===== src/rtl/pc_redirect_unit_pkg.sv =====
// Shared front-end definitions: fetch FSM state encoding and sequential PC step.
package pc_redirect_unit_pkg;

  typedef enum logic [1:0] {
    BOOT = 2'd0,
    RUN  = 2'd1,
    PEND = 2'd2
  } pc_state_e;

  localparam logic [31:0] PC_STEP = 32'd4;

endpackage


===== src/rtl/pc_redirect_unit_mux.sv =====
// Parametric N:1 mux, purely combinational (zero latency); carries no flow control.
module pc_redirect_unit_mux #(
  parameter  int WIDTH = 32,
  parameter  int DEPTH = 2,
  localparam int SEL_W = (DEPTH > 1) ? $clog2(DEPTH) : 1
) (
  input  logic [DEPTH-1:0][WIDTH-1:0] din,
  input  logic [SEL_W-1:0]            sel,
  output logic [WIDTH-1:0]            dout
);

  assign dout = din[sel];

endmodule


===== src/rtl/pc_redirect_unit.sv =====
// Fetch PC generator with EX-stage redirects; PC/misalign registered (1 cycle), flushes combinational.
// Backpressure: imem_ready low holds the PC; a redirect that misses the accept parks in PEND.
module pc_redirect_unit #(
  parameter logic [31:0] RESET_PC = 32'h0000_0000
) (
  input  logic        clk,
  input  logic        rst_n,
  input  logic        mpc,
  input  logic        jalr,
  input  logic [31:0] branch_target,
  input  logic [31:0] jalr_target,
  input  logic        stall,
  input  logic        imem_ready,
  output logic        imem_req,
  output logic [31:0] pc_out,
  output logic [31:0] pc_plus4,
  output logic        flush_ifid,
  output logic        flush_idex,
  output logic        misalign
);

  import pc_redirect_unit_pkg::*;

  pc_state_e         state_q, state_d;
  logic [31:0]       pc_q, pc_d;
  logic [31:0]       pend_target_q, pend_target_d;
  logic              misalign_q, misalign_d;
  logic              imem_req_q, imem_req_d;
  logic [31:0]       tgt;
  logic [1:0][31:0]  tgt_opts;
  logic              accept;

  // JALR targets drop bit 0; bit 1 is left alone so misalignment stays visible.
  assign tgt_opts = {{jalr_target[31:1], 1'b0}, branch_target};

  pc_redirect_unit_mux #(
    .WIDTH (32),
    .DEPTH (2)
  ) u_tgt_mux (
    .din  (tgt_opts),
    .sel  (jalr),
    .dout (tgt)
  );

  assign accept = imem_req_q & imem_ready;

  always_comb begin
    state_d       = state_q;
    pc_d          = pc_q;
    pend_target_d = pend_target_q;
    imem_req_d    = 1'b1;
    misalign_d    = mpc & tgt[1];
    flush_ifid    = 1'b0;
    flush_idex    = 1'b0;

    case (state_q)
      BOOT: begin
        state_d = RUN;
      end

      RUN: begin
        if (mpc) begin
          flush_ifid = 1'b1;
          flush_idex = 1'b1;
          if (accept) begin
            pc_d = tgt;
          end else begin
            pend_target_d = tgt;
            state_d       = PEND;
          end
        end else if (!stall && accept) begin
          pc_d = pc_q + PC_STEP;
        end
      end

      PEND: begin
        if (mpc) begin
          flush_ifid    = 1'b1;
          flush_idex    = 1'b1;
          pend_target_d = tgt;
        end
        // The fetch accepted here is still on the wrong path, so IF/ID is squashed.
        if (accept) begin
          flush_ifid = 1'b1;
          pc_d       = mpc ? tgt : pend_target_q;
          state_d    = RUN;
        end
      end

      default: begin
        state_d    = BOOT;
        imem_req_d = 1'b0;
      end
    endcase
  end

  always_ff @(posedge clk or negedge rst_n) begin
    if (!rst_n) begin
      state_q       <= BOOT;
      pc_q          <= RESET_PC;
      pend_target_q <= 32'd0;
      misalign_q    <= 1'b0;
      imem_req_q    <= 1'b0;
    end else begin
      state_q       <= state_d;
      pc_q          <= pc_d;
      pend_target_q <= pend_target_d;
      misalign_q    <= misalign_d;
      imem_req_q    <= imem_req_d;
    end
  end

  assign imem_req = imem_req_q;
  assign pc_out   = pc_q;
  assign pc_plus4 = pc_q + PC_STEP;
  assign misalign = misalign_q;

endmodule


===== config.mk =====
export PLATFORM = sky130hd
export DESIGN_NAME = pc_redirect_unit
export DESIGN_NICKNAME = d
export VERILOG_FILES = /design/src/rtl/pc_redirect_unit_pkg.sv /design/src/rtl/pc_redirect_unit_mux.sv /design/src/rtl/pc_redirect_unit.sv
export SDC_FILE = /design/constraint.sdc
export NUM_CORES = 1
export LEC_CHECK = 0
export CORE_MARGIN = 3
export CORE_UTILIZATION = 28
export DETAILED_ROUTE_END_ITERATION = 8
export REMOVE_ABC_BUFFERS = 1
export SLEW_MARGIN = 20
export SYNTH_ARGS = -nofsm -noshare
export SYNTH_HDL_FRONTEND = slang
export SYNTH_SLANG_ARGS = --single-unit
export TNS_END_PERCENT = 50

===== constraint.sdc =====
create_clock -name clk -period 4.8 [get_ports clk]
set_input_delay 0.96 -clock clk [delete_from_list [all_inputs] [get_ports clk]]
set_output_delay 0.96 -clock clk [all_outputs]
set_load 0.005 [all_outputs]

==> metrics.cfg <==
[clock_network]
ctsHtreeMaxLevel = 3
path_clk_slew_ns = 0.06
cts_tree = done
clk_latency_ns = 0.33
numCtsBuffers = 9
ctsRootBufferMaster = clkbuf_16
cts_buffer_depth = 2
clock-sinks = 68
cts_resized = 0
post_cts_buffers = 0
hold_buffers = 0

[global_routing]
grt.busiest_layer = met2
grtUsageMet2 = 0.278
antenna_found_initial = 0
grt.met3_usage = 0.0389
use_met1 = 0.220
grt_pass1_wl_um = 24300
grt_pass1_vias = 4551
gr-usage-all-layers = 0.167
grt_max_degree = 69
grt_overflow = 0

[finish]
multi_input_area_um2 = 2750
drive_gt1_frac = 0.113
nFillCells = 1636
fin_cells = 846
syn_to_final_growth_pct = 36.3
diodes = 0
register_area_um2 = 1700
nets = 701

[floorplanning]
core_um2 = 16200
die_area_um2 = 18500
die_x_um = 136
die_h_um = 136
ios = 138
initial_core_util = 0.292
fp-row-count = 46

[sta]
finalSetupTns_ns = 0
skew_ns = 0.00778
slew_headroom = 0.341
worst_pin_slew_ns = 0.985
finalHoldViolations = 0
max_freq_mhz = 253
setup_viol = 0
final-max-slew-violation-count = 0
min_period_ns = 3.96
finalCritPeriodShare = 0.824
rsz0062_at_grt = false

[routing]
viasPerCell = 5.35
wl_um = 15500
num_vias = 4522
drc = 0
drtIter0Drc = 363
firstDrtPassIters = 5
wl_per_cell_um = 18.4
drtAntennaViolNets = 0

[pwr]
clockPowerShare = 0.164
irDropWorstVdd_mv = 0.256
combPwrFrac = 0.500
powerDensity_nw_per_um2 = 560
p_int_mw = 2.18
p_total_mw = 3.61
switching_share = 0.397
switchingPower_mw = 1.43
p_leak_nw = 2.46
p_seq_frac = 0.336

[place]
dp_hpwl_um = 10900
place_congestion = 0.839
io_buffers = 136
dp.cells = 831

[critical_path]
path_cells = nand4_2 > nor3_1 > nand3_1 > xnor2_1 > clkdlybuf4s50_1
crit_buf_inv = 1
slowest_delay_ns = 0.74
arrival_ns = 3.00
end_kind = primary output
worst_setup_path_start_kind = flop
worst_ep_required_time_ns = 3.84
cpMaxStageDelayCell = nor3_1
crit_family = simple AND/OR/NAND/NOR gates
cp_max_fo = 10
crit_type = reg -> out

[logic_synthesis]
netlist-cell-type-count = 60
synthCells = 516
synth_seq_cells = 68
ys.flop_type = dfrtp_1
yosys_warnings = 0
synth_edf_count = 0
avgSynthCellArea_um2 = 9.18
synth-async-reset-ratio = 1.00
seq_area_frac_synth = 0.359
netlist_area_um2 = 4740

[hold_path]
holdCritPathClass = reg -> reg

[outcome]
status = finished, final reports clean

[run]
max_cap_violations = 0

==> cells in the final DEF, fill, tap and decap left out, types with 3 or more instances in the layout <==
master / synthesis / layout
clkdlybuf4s50_1: 0 / 133
nor3_1: 8 / 8
mux2_2: 35 / 35
xor2_1: 11 / 11
a22oi_1: 3 / 3
ha_1: 5 / 5
a21oi_1: 40 / 39
nor2_1: 34 / 33
a21boi_0: 3 / 3
clkinv_2: 0 / 3
o21ai_0: 29 / 29
buf_4: 6 / 9
a311oi_1: 3 / 3
and2_1: 6 / 6
and3_1: 4 / 4
o31ai_1: 5 / 5
nand4_1: 14 / 14
dfrtp_1: 68 / 68
or3_1: 10 / 10
a2bb2oi_1: 6 / 6
o311ai_0: 5 / 5
o41ai_1: 4 / 4
o2bb2ai_1: 4 / 4
nor4_1: 7 / 7
and4_1: 7 / 7
o211ai_1: 10 / 10
mux2i_1: 24 / 24
nand3_1: 10 / 10
inv_1: 18 / 18
clkbuf_1: 17 / 3
or3_4: 4 / 4
a22o_1: 11 / 11
xnor2_1: 17 / 17
clkbuf_16: 0 / 9
nand2_1: 35 / 35
==> power by group through the flow <==
stage | clock, mW | sequential, mW | combinational (mW)
floorplan | 0 | 1.13 | 0.916
global placement | 0 | 1.19 | 1.77
detailed placement | 0 | 1.21 | 1.81
CTS | 0.606 | 1.21 | 1.83
global route | 0.630 | 1.26 | 1.99
finish | 0.592 | 1.21 | 1.81
==> area by class of cell <==
class                   count  area share
well taps                 216      0.0419
clock inverters             3     0.00233
repair buffers            144       0.218
inverters                  18      0.0105
flip-flops and latches     68       0.264
multi-input cells         385       0.427
clock buffers              12      0.0366
==> path summary, 6_finish.rpt <==
| path | startpoint | endpoint | slack (ns) | cells past startpoint |
|---|---|---|---|---|
| max reg2reg | state_q[0] | pend_target_q[15] | 1.85 | 7 |
| min in group asynchronous | rst_n | pend_target_q[28] | 0.77 | 1 |
| max | pc_out[6] | pc_plus4[19] | 0.84 | 5 |
| min | pend_target_q[3] | pend_target_q[3] | 0.50 | 1 |
| max in group asynchronous | rst_n | state_q[1] | 3.44 | 1 |
| min reg2reg | pend_target_q[3] | pend_target_q[3] | 0.50 | 1 |
==> synth_stat cells, types with 5 or more instances <==
cell type / count / share of area
dfrtp_1: 68 / 0.36
a21oi_1: 40 / 0.042
mux2_2: 35 / 0.083
nand2_1: 35 / 0.028
nor2_1: 34 / 0.027
o21ai_0: 29 / 0.031
mux2i_1: 24 / 0.051
inv_1: 18 / 0.014
clkbuf_1: 17 / 0.013
xnor2_1: 17 / 0.031
buf_2: 16 / 0.017
nand4_1: 14 / 0.018
a22o_1: 11 / 0.020
xor2_1: 11 / 0.020
nand3_1: 10 / 0.011
o211ai_1: 10 / 0.016
or3_1: 10 / 0.013
nor3_1: 8 / 0.0085
and4_1: 7 / 0.013
nor4_1: 7 / 0.0092
a2bb2oi_1: 6 / 0.011
and2_1: 6 / 0.0079
buf_4: 6 / 0.0095
ha_1: 5 / 0.013
o311ai_0: 5 / 0.0092
o31ai_1: 5 / 0.0079
==> state kept, by name, summed over array words and instances (netlist names) <==
register	count
pc_out	32
imem_req	1
misalign	1
state_q	2
pend_target_q	32
==> metal layers <==
| layer | wire length, um | part of all wire | vias up |
|---|---|---|---|
| met5 | 0 | 0 | - |
| met3 | 1190 | 0.077 | 7 |
| li1 | - | - | 2127 |
| met1 | 6660 | 0.43 | 2194 |
| met2 | 7600 | 0.49 | 194 |
| met4 | 90 | 0.0058 | 0 |
==> logic make-up (layout without fill, tap and decap cells) <==
group,after synthesis,in the layout,synth area share
buf+inv,63,177,0.0621
simple gates,150,150,0.176
mux,59,59,0.134
flops,68,68,0.359
compound gates,143,143,0.203
fa+ha+maj,5,5,0.0132
xor+xnor,28,28,0.0518
==> per-stage QoR <==
step                hold WS (ns)  cell area (um2)  setup WS, ns   util
floorplan                  0.480             4510         0.930      -
CTS                        0.509             6450         0.870  0.398
global route               0.516             6450         0.644  0.398
global placement           0.490             6200          1.20  0.382
detailed placement         0.496             6200          1.18  0.382
finish                     0.505             6450         0.844  0.398
==> worst reg2reg max path, stage by stage, from the launching register on <==
cell     delay (ns)
dfrtp_1        0.43
inv_1          0.11
ha_1           0.40
buf_4          0.37
o21ai_0        0.21
a21oi_4        0.50
buf_4          0.44
mux2_2         0.39
(Power assumes the default switching activity.)
==> edit 1 (config.mk and constraints unchanged) <==
Reset style: synchronous (`rst_n`), changed in one clocked block.
--- a/src/rtl/pc_redirect_unit.sv
+++ b/src/rtl/pc_redirect_unit.sv
@@ -95,5 +95,5 @@
   end
 
-  always_ff @(posedge clk or negedge rst_n) begin
+  always_ff @(posedge clk) begin
     if (!rst_n) begin
       state_q       <= BOOT;
Function: differs if rst_n is asserted again (counterexample within 4 cycles, from zero or initial values and one cycle with rst_n low); with rst_n held inactive, the same outputs for 10 cycles.
==> edit 1 against the unedited design <==
Core utilization grew 1.5 points; sequential cell count is the same; register-to-register slack lost 310 ps; final area shrank 5.0%; setup slack lost 140 ps; routed wire length shrank 4.9%; maximum frequency shrank 3.5%; area after synthesis shrank 8.0%; cell count shrank 1.1%.
Power is not compared: it rests on default switching activity, and its combinational part moved more than twofold at a synthesized area within 25%.
==> edit 1: results (changes against the unedited design) <==
Hold path
  • Worst Hold Path EP: pend_target_q[18]
  • HP Start: pend_target_q[18]
  • Hold path cells: 2 (+1)
  • Type of the tightest min-delay check: reg2reg

GRT
  • First-pass GRT wire length: 22700 um (-6.8%)
  • Largest net degree at the start of global routing: 58 (-16%)
  • Vias in the first global route: 4223 (-7.2%)

Run status
  • Status: finished clean

Placement
  • Placed inst area: 5800 um2 (-6.4%)
  • Hpwl dp: 10500 um (-3.8%)
  • Routability cong.: 0.839 (about the same)
  • Post-Place Setup Slack: 1030 ps (-153 ps)

Synth
  • Synth Area in XOR/XNOR: 0.0563 (+0.00449)
  • Fraction of synthesized area in multiplexers: 0.149 (+0.0148)
  • Commonest cells post-synth: nor2_1 (73), dfxtp_1 (68), a21oi_1 (40), mux2i_1 (40)
  • Asr flop ratio synth: 0 (-1.00)
  • Yosys cell types: 53 (-12%)
  • YS warnings: 0 (unchanged)
  • Leading cell types by total area after synthesis: dfxtp_1 (31%), mux2i_1 (9.2%), nor2_1 (6.3%)
  • Area leader, netlist: dfxtp_1

Clocking
  • Setup Fix Bufs, Post-CTS: 0 (unchanged)

Timing
  • Max-slew headroom: 0.273 (-0.0681)
  • Min Tclk post-route: 4100 ps (+145 ps)
  • Clock Skews: 8.95 ps (+1.17 ps)

Setup path
  • Arrival time worst endpoint: 3140 ps (+140 ps)
  • Reg2reg end: pc_out[25]
  • Reg2reg start: state_q[0]
  • CP max FO: 9 (-1)
  • Crit-path max cell delay: 550 ps (-190 ps)
  • Flop2flop setup slack: 1540 ps (-310 ps)

Final layout
  • Final nets: 723 (+3.1%)
  • Fillers: 1513 (-7.5%)
  • Share of cells above drive strength 1: 0.0904 (-0.0223)

Routing
  • DR vias: 4503 (-0.42%)
  • Final WL: 14800 um (-4.9%)
  • 1st-iter DRT viols: 425 (+17%)
==> edit 1: area by class of cell <==
| cell class | instances | share of cell area |
|---|---|---|
| multi-input combinational | 417 | 0.452 |
| timing repair buffer | 144 | 0.230 |
| sequential | 68 | 0.222 |
| clock buffer | 10 | 0.0390 |
| tap | 184 | 0.0376 |
| clock inverter | 6 | 0.0143 |
| inverter | 8 | 0.00490 |
==> edit 1: metrics by stage <==
stage	hold slack [ps]	cells
floorplan	452	493
global placement	464	821
detailed placement	477	821
CTS	491	837
global route	520	837
finish	495	837
==> edit 1: critical path: cells and delay by family, from the launching register on <==
family / cells / cell delay [ps]
simple gates: 3 / 1280
buf+inv: 1 / 520
flops: 1 / 490
fa+ha+maj: 1 / 300
xor+xnor: 1 / 200
==> edit 1: worst max-delay path by stage <==
stage,endpoint,cells past startpoint,start
6_report,pc_plus4[20],6,pc_out[2]
5_1_grt,pc_plus4[20],6,pc_out[2]
3_3_place_gp,pc_plus4[20],6,pc_out[2]
3_5_place_dp,pc_plus4[20],6,pc_out[2]
2_1_floorplan,pend_target_q[10],6,state_q[0]
4_1_cts,pc_plus4[20],6,pc_out[2]
==> edit 1: power groups by stage <==
stage | sequential [uW] | combinational (uW) | clock [uW]
after detailed placement | 675 | 414 | 0
after CTS | 663 | 417 | 738
after global placement | 672 | 404 | 0
final | 665 | 414 | 730
after global routing | 671 | 455 | 758
after floorplan | 666 | 209 | 0
==> edit 1: layer usage <==
layer / track usage / wire [um] / up-vias
met5: 0 / 0 / -
met2: 0.280 / 6900 / 179
met4: 0.0484 / 181 / 0
met1: 0.223 / 6550 / 2138
li1: - / - / 2171
met3: 0.0341 / 1160 / 15
==> edit 2 (same settings) <==
Without the edit above. Encoding of `pc_state_e`: now one-hot (3 bits for 3 states).
--- a/src/rtl/pc_redirect_unit_pkg.sv
+++ b/src/rtl/pc_redirect_unit_pkg.sv
@@ -2,8 +2,8 @@
 package pc_redirect_unit_pkg;
 
-  typedef enum logic [1:0] {
-    BOOT = 2'd0,
-    RUN  = 2'd1,
-    PEND = 2'd2
+  typedef enum logic [2:0] {
+    BOOT = 3'b001,
+    RUN  = 3'b010,
+    PEND = 3'b100
   } pc_state_e;
 
Function: no difference found for any inputs over 10 cycles, from zero or initial values and one cycle with rst_n low; not proved beyond that.
==> edit 2 against the unedited design <==
Final area decreased by 2.0%; first-iteration DRC count rose by 5.0%; largest cell class unchanged; maximum frequency rose by 3.8%; setup slack gained 150 ps; area after synthesis down 4.7%; clock skew shrank 2.8 ps; routed wire length is 7.7% lower; critical path type unchanged; critical endpoint is now pc_plus4[18]; largest power group unchanged; count of clock-buffer cells in the layout did not move; sequential cell count rose by 1; total power down 11%; synthesized cell count is 8.7% lower; die area decreased by 4.5%.
==> edit 2: results (changes against the unedited design) <==
Run status
  • Status: finished clean

Setup path
  • Crit-path max cell delay: 520 ps (-220 ps)
  • Worst setup path startpoint: pc_out[2]
  • Reg2reg start: state_q[2]
  • Flop2flop setup slack: 2500 ps (+650 ps)
  • R2R depth: 5 (-2)
  • CP max FO: 7 (-3)

Routing
  • Avg Vias per Cell: 5.05 (-5.6%)
  • 1st-iter DRT viols: 381 (+5.0%)
  • Final WL: 14400 um (-7.7%)
  • Routed wl met3: 863 um (-27%)

Timing
  • Max-slew headroom: 0.382 (+0.0408)

Pwr
  • Switch share: 0.358 (-0.0388)
  • Maximum vdd drop: 0.199 mV (-22%)
  • Leak Pwr: 0.00260 uW (+6.0%)
  • Logic power comb: 1390 uW (-23%)
  • Clock network power: 632 uW (+6.8%)

Placement
  • Hpwl dp: 9870 um (-9.5%)
  • Post-Place Setup Slack: 1380 ps (+197 ps)
  • Routability cong.: 0.786 (-6.3%)

Final layout
  • Multi-In Gates: 356 (-7.5%)
  • Non-clk bufs: 143 (-0.69%)
  • Clk tree area frac: 0.0441 (+0.00513)
  • Share of cells above drive strength 1: 0.164 (+0.0517)
  • Fillers: 1546 (-5.5%)
  • Area of the multi-input gates: 2610 um2 (-5.2%)

GRT
  • Largest net degree at the start of global routing: 70 (+1.4%)
  • GR Util All Layers: 0.163 (-0.00389)

Synth
  • Post-synthesis compound-gate area fraction: 0.171 (-0.0324)
  • Yosys cell types: 61 (+1.7%)
  • Adder-cell share of the synthesized area: 0.00277 (-0.0104)
  • Commonest cells post-synth: dfrtp_1 (68), mux2_2 (44), nor2_1 (42)
## edit 2: how the worst min path moves through the flow
stage                            startpoint           endpoint  slack, ps
after floorplan            pend_target_q[3]   pend_target_q[3]        450
after global placement     pend_target_q[2]   pend_target_q[2]        460
after detailed placement  pend_target_q[19]  pend_target_q[19]        470
after CTS                 pend_target_q[19]  pend_target_q[19]        480
after global routing      pend_target_q[18]  pend_target_q[18]        510
final                     pend_target_q[21]  pend_target_q[21]        480
## edit 2: metrics by stage
step                      power [uW]  utilization  instance area, um2  hold slack [ps]  std cells
after floorplan                 1780            -                4360              450        437
after global placement          2540        0.391                6050              462        791
after detailed placement        2590        0.391                6050              472        791
after CTS                       3240        0.409                6330              484        807
after global routing            3440        0.409                6330              511        807
final                           3210        0.409                6330              481        807
## edit 2: per-layer routing
metal / GRT usage / vias to the layer above
li1: - / 1947
met2: 0.268 / 131
met1: 0.209 / 1985
met5: 0 / -
met4: 0.0473 / 0
met3: 0.0449 / 10
